### config.mk
export PLATFORM = sky130hd
export DESIGN_NAME = transform_sequencer
export DESIGN_NICKNAME = d
export VERILOG_FILES = /design/src/rtl/transform_sequencer.sv
export SDC_FILE = /design/constraint.sdc
export NUM_CORES = 1
export LEC_CHECK = 0
export CAP_MARGIN = 20
export CELL_PAD_IN_SITES_DETAIL_PLACEMENT = 1
export CELL_PAD_IN_SITES_GLOBAL_PLACEMENT = 1
export CORE_ASPECT_RATIO = 0.5
export CORE_MARGIN = 2
export CORE_UTILIZATION = 42
export DETAILED_ROUTE_END_ITERATION = 8
export GPL_ROUTABILITY_DRIVEN = 1
export PLACE_DENSITY_LB_ADDON = 0.1
export SLEW_MARGIN = 5
export SYNTH_ARGS = -nofsm -noshare
export SYNTH_HDL_FRONTEND = slang
export SYNTH_SLANG_ARGS = --single-unit
### constraint.sdc
create_clock -name clk -period 2.4 [get_ports clk]
set_clock_uncertainty 0.15 [all_clocks]
set_input_delay 0.36 -clock clk [delete_from_list [all_inputs] [get_ports clk]]
set_output_delay 0.36 -clock clk [all_outputs]
set_load 0.05 [all_outputs]
### src/rtl/transform_sequencer.sv
// Laplace-pair readout sequencer: latches a line, fetches LHS/RHS bases from the mapper,
// and interleaves reads of the shared packed-ASCII memory into paced character slots.
module transform_sequencer #(
  parameter int DIV_W     = 16,
  parameter int MAX_CHARS = 255
) (
  input  logic        clk,
  input  logic        rst_n,
  input  logic        start,
  input  logic [5:0]  line_in,
  input  logic [1:0]  div_sel,
  output logic [5:0]  line,
  input  logic [17:0] pointer_addr,
  output logic [8:0]  mem_addr,
  input  logic [15:0] mem_dout,
  output logic [7:0]  lhs,
  output logic [7:0]  rhs,
  output logic        char_stb,
  output logic        busy,
  output logic        done
);

  localparam int CNT_W = $clog2(MAX_CHARS + 1);
  localparam logic [CNT_W-1:0] CNT_LAST = CNT_W'(MAX_CHARS - 1);

  typedef enum logic [2:0] {
    S_IDLE, S_MAP, S_WAIT, S_RD_L, S_RD_R, S_EMIT, S_FIN
  } state_t;

  state_t state_q, state_d;

  logic             start_q;
  logic             trigger;
  logic [DIV_W-1:0] presc, div_last;
  logic             presc_hit;
  logic [8:0]       lhs_ptr, rhs_ptr, addr_q;
  logic             lhs_sel, rhs_sel, rd_sel;
  logic             lhs_end, rhs_end;
  logic [CNT_W-1:0] lhs_cnt, rhs_cnt;
  logic [7:0]       lhs_hold, rhs_hold, rd_byte;
  logic             lhs_stop, rhs_stop, both_end;

  assign trigger = start & ~start_q;

  always_comb begin
    div_last = '0;
    case (div_sel)
      2'd0:    div_last = '0;
      2'd1:    div_last = DIV_W'(15);
      2'd2:    div_last = DIV_W'(255);
      default: div_last = DIV_W'(65535);
    endcase
  end

  assign presc_hit = (presc == div_last);

  // Memory is read combinationally, so the address follows the live pointer in its RD slot
  // and otherwise holds whatever it last presented (including for an ended stream).
  always_comb begin
    mem_addr = addr_q;
    if (state_q == S_RD_L && !lhs_end)
      mem_addr = lhs_ptr;
    else if (state_q == S_RD_R && !rhs_end)
      mem_addr = rhs_ptr;
  end

  assign rd_sel  = (state_q == S_RD_L) ? lhs_sel : rhs_sel;
  assign rd_byte = rd_sel ? mem_dout[7:0] : mem_dout[15:8];

  assign lhs_stop = (lhs_hold == 8'h00) || (lhs_cnt == CNT_LAST);
  assign rhs_stop = (rhs_hold == 8'h00) || (rhs_cnt == CNT_LAST);
  assign both_end = (lhs_end || lhs_stop) && (rhs_end || rhs_stop);

  always_ff @(posedge clk or negedge rst_n) begin
    if (!rst_n) state_q <= S_IDLE;
    else        state_q <= state_d;
  end

  always_comb begin
    state_d = state_q;
    case (state_q)
      S_IDLE: if (trigger) state_d = S_MAP;
      S_MAP:  state_d = S_WAIT;
      S_WAIT: if (presc_hit) state_d = S_RD_L;
      S_RD_L: state_d = S_RD_R;
      S_RD_R: state_d = S_EMIT;
      S_EMIT: state_d = both_end ? S_FIN : S_WAIT;
      S_FIN:  state_d = S_IDLE;
      default: state_d = S_IDLE;
    endcase
  end

  always_ff @(posedge clk or negedge rst_n) begin
    if (!rst_n) begin
      start_q  <= 1'b0;
      line     <= '0;
      addr_q   <= '0;
      presc    <= '0;
      lhs_ptr  <= '0;
      rhs_ptr  <= '0;
      lhs_sel  <= 1'b0;
      rhs_sel  <= 1'b0;
      lhs_end  <= 1'b0;
      rhs_end  <= 1'b0;
      lhs_cnt  <= '0;
      rhs_cnt  <= '0;
      lhs_hold <= '0;
      rhs_hold <= '0;
      lhs      <= '0;
      rhs      <= '0;
      char_stb <= 1'b0;
      busy     <= 1'b0;
      done     <= 1'b0;
    end else begin
      start_q  <= start;
      addr_q   <= mem_addr;
      char_stb <= 1'b0;
      done     <= 1'b0;
      case (state_q)
        S_IDLE: begin
          if (trigger) begin
            line <= line_in;
            busy <= 1'b1;
          end
        end
        S_MAP: begin
          lhs_ptr <= pointer_addr[17:9];
          rhs_ptr <= pointer_addr[8:0];
          lhs_sel <= 1'b0;
          rhs_sel <= 1'b0;
          lhs_end <= 1'b0;
          rhs_end <= 1'b0;
          lhs_cnt <= '0;
          rhs_cnt <= '0;
          presc   <= '0;
        end
        S_WAIT: presc <= presc_hit ? '0 : presc + 1'b1;
        S_RD_L: if (!lhs_end) lhs_hold <= rd_byte;
        S_RD_R: begin
          // Outputs are loaded here so they and the strobe are valid throughout EMIT.
          if (!rhs_end) rhs_hold <= rd_byte;
          lhs      <= lhs_end ? 8'h00 : lhs_hold;
          rhs      <= rhs_end ? 8'h00 : rd_byte;
          char_stb <= 1'b1;
        end
        S_EMIT: begin
          if (!lhs_end) begin
            if (lhs_stop) lhs_end <= 1'b1;
            else begin
              lhs_cnt <= lhs_cnt + 1'b1;
              lhs_sel <= ~lhs_sel;
              if (lhs_sel) lhs_ptr <= lhs_ptr + 9'd1;
            end
          end
          if (!rhs_end) begin
            if (rhs_stop) rhs_end <= 1'b1;
            else begin
              rhs_cnt <= rhs_cnt + 1'b1;
              rhs_sel <= ~rhs_sel;
              if (rhs_sel) rhs_ptr <= rhs_ptr + 9'd1;
            end
          end
          if (both_end) begin
            done <= 1'b1;
            busy <= 1'b0;
          end
        end
        default: ;
      endcase
    end
  end

endmodule

# --- Word-level counts from Yosys, hierarchy flattened ---
# Cells that the tools add are included.
word_totals:
  reg_bits: 108
  in_bits: 45
  output_inout_bits: 34
  wordCells: 120
op_classes:
  n_addsub: 5
  n_eq_ne: 19
  n_mux: 45
  bitwise_logic: 6
  n_reduce_logical: 25
op_table:
  columns: ["operator", "count"]
  rows:
  - ["$mux 9", 8]
  - ["$mux 8", 7]
  - ["$pmux 16 s3", 1]
  - ["$pmux 9 s2", 2]
  - ["$pmux 16 s2", 1]
  - ["$pmux 8 s2", 2]
  - ["$add 9x1->9 const B", 2]
  - ["$ne 2x2->1 const B", 9]
  - ["$pmux 3 s6", 1]
  - ["$add 16x1->16 const B", 1]
  - ["$add 8x1->8 const B", 2]
  - ["$eq 16x16->1", 1]
  - ["$eq 8x8->1 const B", 2]
  - ["$logic_not 8->1", 2]
  - ["$mux 16", 1]
  - ["$mux 1", 14]
  - ["$pmux 1 s2", 5]
  - ["$mux 3", 3]
  - ["$reduce_and 3->1", 3]
  - ["$reduce_and 2->1", 4]
  - ["$reduce_and 4->1", 2]
  - ["$eq 3x2->1 const B", 2]
  - ["$eq 3x3->1 const B", 2]
  - ["$reduce_bool 2->1", 3]
  - ["other kinds (10)", 20]

# --- Logic depth before layout (Yosys ltp) ---
logic_depth:
  depth_word: 6
  depth_mapped: 8

# --- Least setup slack after synthesis ---
# No wires, ideal clock.
synth_path:
  path_kind: "reg2out"
  startpoint: "register state_q[1]"
  endpoint: "output mem_addr[0]"
  arrival_time_ns: 2.591
  path_slack_ns: -0.701
  stages_incl_launch_ff: 8
  n_path_buf: 3
  cell_sequence: "dfrtp_1 -> buf_2 -> or3_1 -> buf_2 -> or2_1 -> buf_6 -> mux2i_1 -> o21ai_0"
synth_between:
  elab_chain_len: 4
  elab_cells_between_ends: 6
synth_lines:
  columns: ["element", "line_no", "rtl"]
  rows:
  - ["from (decl)", "30", "state_t state_q, state_d;"]
  - ["from (signal assigned)", "76", "else state_q <= state_d;"]
  - ["$eq 3x3->1", "63", "else if (state_q == S_RD_R && !rhs_end)"]
  - ["$logic_and 1x1->1", "63", null]
  - ["$mux 9", "63", null]
  - ["$mux 9 *", "61", "if (state_q == S_RD_L && !lhs_end)"]
  - ["to (decl)", "14", "output logic [8:0] mem_addr,"]
# Mark *: on every way between the ends. The rest lies on a longest branch, timed or not.

# --- Worst setup path in the final report ---
# Same ends and word-level chain as after synthesis.

==> metrics <==
Core Footprint=~13000 um2; layout cells sized above 1=0.149; Routed WL=15400 um; gr usage total=0.233; Clock Latency Late Sink=between 0.3 and 0.4 ns; Remaining DRCs=0; post-DR wirelength/cell=approximately 18 um; max-slew violations=0; Area Overhead vs Synth=31.2%; Initial Util=0.432; Max Freq=between 0.3 and 0.4 GHz; GR Overflow Total=0; Crit Path Max Fanout=5; synth cell count leaders=dfrtp_1 (108), nand2_1 (65), nor2_1 (46); port bufs=78; via count=between 4000 and 5000; Synth Flop Type=dfrtp_1; die area=~14000 um2; Worst path depth=5; Die X=166 um; failing checks=negative setup slack; min-delay src=rhs[3]; reg2reg start=lhs_hold[4]; Crit path max-delay family=simple AND/OR/NAND/NOR gates; post-synth top area share=0.493; Max VDD drop=roughly 0.90 mV; R2R depth=5; count leader, synth=dfrtp_1; worst setup margin=-0.108 ns; r2r endpoint=lhs_ptr[7]; row count=29; Mapped Area=5480 um2; # diodes=0; Hold Fails Final Rpt=0; RSZ-0062 raised after global routing=true; DPL Wire Length=11200 um; worst slew pin tran=0.551 ns; initial antenna violation count=0; area post-placement=6850 um2; ys async rst share=1.00; clk sink count=108; DIE HEIGHT=approximately 85 um; GP Congestion=about 0.8; H-tree levels=3; Worst Path Buf+Inv=1; Synthesized Nets=a little over 600; Final Cell Area=a little over 7000 um2; pin count of the biggest net entering global routing=37; Lkg Pwr=about 0.0032 uW; Max transition margin=0.633; top cell type by total area after synthesis=dfrtp_1; Nets=~720; Setup crit start kind=register; fin crit share=1.05; Period minus WS final=around 2.5 ns; type of the most critical hold path=register to register; flop2flop setup slack=0.11 ns; # Max-Cap Violations=0; vias in the first global route=roughly 5000; CP Capture Type=output port; Syn Inst Count=562; Slowest-stage cell, CP=or3_4; Final Setup Violations=9; Worst Hold End=rhs[3]; CP max stage delay=between 0.4 and 0.5 ns; hold path depth=1; synth warn=0; I/O pin count=79; DR vias/cell=between 5 and 6; Post-synth EDFFs=0; outcome=finished with violations; CTS Buf Count=9; Initial DRC Count=~240; post-layout util=0.566; Seq cells post-synth=~110; Cell Chain, Critical Path=or3_4, or2_4, mux2i_1, o21ai_2, buf_12; CTS tree=done; largest buffer count on any clock path=2; Root Buffer=clkbuf_16; CP arrival=~2.0 ns; post-synthesis sequential area ratio=0.493; required time of the critical path=roughly 1.9 ns; Distinct cells, synth=61; Power per Cell Area=~1300 nW/um2; first-pass GRT wire length=~26000 um; clock slew at reported path FFs=around 0.080 ns; Avg Inst Size Synth=around 10 um2; kind of critical path=register to output port; ranking of synthesized cells by area=dfrtp_1 (49%), mux2i_1 (4.9%), nand2_1 (4.5%); antenna viol nets, final=0; DR pass1 iterations=4
-- registers in the layout (all words and copies together), names as in the netlist --
| register | flops |
|---|---|
| addr_q | 9 |
| busy | 1 |
| char_stb | 1 |
| done | 1 |
| lhs | 8 |
| lhs_cnt | 8 |
| lhs_end | 1 |
| lhs_hold | 8 |
| lhs_ptr | 9 |
| lhs_sel | 1 |
| line | 6 |
| presc | 16 |
| rhs | 8 |
| rhs_cnt | 8 |
| rhs_end | 1 |
| rhs_hold | 8 |
| rhs_ptr | 9 |
| rhs_sel | 1 |
| start_q | 1 |
| state_q | 3 |
-- layout by cell type, fill, tap and decap left out, types with 3 or more instances in the layout --
cell / netlist / layout
o21ai_4: 0 / 8
ha_1: 7 / 7
inv_1: 10 / 10
o211ai_1: 9 / 9
xor2_1: 7 / 7
o31ai_1: 3 / 3
nand3b_1: 3 / 3
nor4_1: 13 / 13
nand2b_1: 15 / 15
or4_1: 6 / 6
a21o_1: 19 / 19
clkdlybuf4s50_1: 0 / 68
mux2i_1: 27 / 24
o32a_1: 3 / 3
clkbuf_16: 0 / 9
and2_1: 5 / 5
nor2_1: 46 / 45
a21oi_1: 21 / 21
nand3_1: 33 / 33
nor3_1: 12 / 12
a22o_1: 7 / 7
a22oi_1: 4 / 4
mux2i_2: 1 / 4
nand2_1: 65 / 65
and3_1: 4 / 4
buf_12: 0 / 12
o311ai_0: 8 / 8
o22ai_1: 7 / 7
mux2_2: 6 / 6
o21ai_0: 27 / 22
buf_4: 1 / 40
and4_1: 4 / 4
nand4_1: 8 / 8
a31oi_1: 5 / 5
dfrtp_1: 108 / 108
or3_1: 7 / 6
-- layer usage --
layer  vias up  track usage  share of wire
li1       2273            -              -
met1      2404        0.311           0.46
met2        98        0.401           0.48
met3        16       0.0455          0.050
met4         0       0.0455          0.010
met5         -            0              0
-- kinds of logic after synthesis --
logic type      Yosys count  share of synthesized area
flops                   108                      0.493
simple gates            232                      0.212
mux                      34                     0.0641
fa+ha+maj                 7                     0.0160
buf+inv                  39                     0.0326
xor+xnor                  8                     0.0128
compound gates          134                      0.170
-- per-stage QoR --
step	setup TNS, ns	setup slack (ns)	power [uW]	hold slack, ns	instances
2_1_floorplan	-0.301	-0.0730	5920	-0.0856	562
3_3_place_gp	0	0.0790	7650	0.212	820
3_5_place_dp	0	0.0250	7800	0.213	820
4_1_cts	-0.741	-0.110	9290	0.333	838
5_1_grt	-1.18	-0.153	9810	0.351	841
6_report	-0.643	-0.108	9270	0.330	841
-- area by class of cell --
class,instances,area (um2)
multi-input cells,416,2730
clock inverters,6,48.8
flip-flops and latches,108,2700
fillers,1418,5510
clock buffers,9,225
well taps,170,213
inverters,11,41.3
repair buffers,121,1230
-- power by group --
part	total, uW	switching [uW]	leakage (uW)	internal, uW
Clock	1430	718	0.000130	711
Sequential	3010	559	0.00135	2460
Combinational	4820	2820	0.00172	2000
Total	9270	4100	0.00321	5170
-- worst max-delay path by stage --
stage	start	endpoint	slack, ns
2_1_floorplan	state_q[1]	mem_addr[4]	-0.07
3_3_place_gp	state_q[1]	mem_addr[4]	0.08
3_5_place_dp	state_q[0]	mem_addr[4]	0.02
4_1_cts	state_q[1]	mem_addr[7]	-0.11
5_1_grt	state_q[1]	mem_addr[4]	-0.15
6_report	state_q[1]	mem_addr[0]	-0.11
-- timing repair --
action | in CTS | in global routing
hold endpoints to repair | 33 | 0
setup endpoints to repair | 9 | 13
resized for setup | 5 | 2
pin swaps | 0 | 1
gates cloned | 1 | 0
hold buffers | 1 | 0
buffers inserted | 1 | 3
Note: power is estimated with default switching activity, not from simulation.
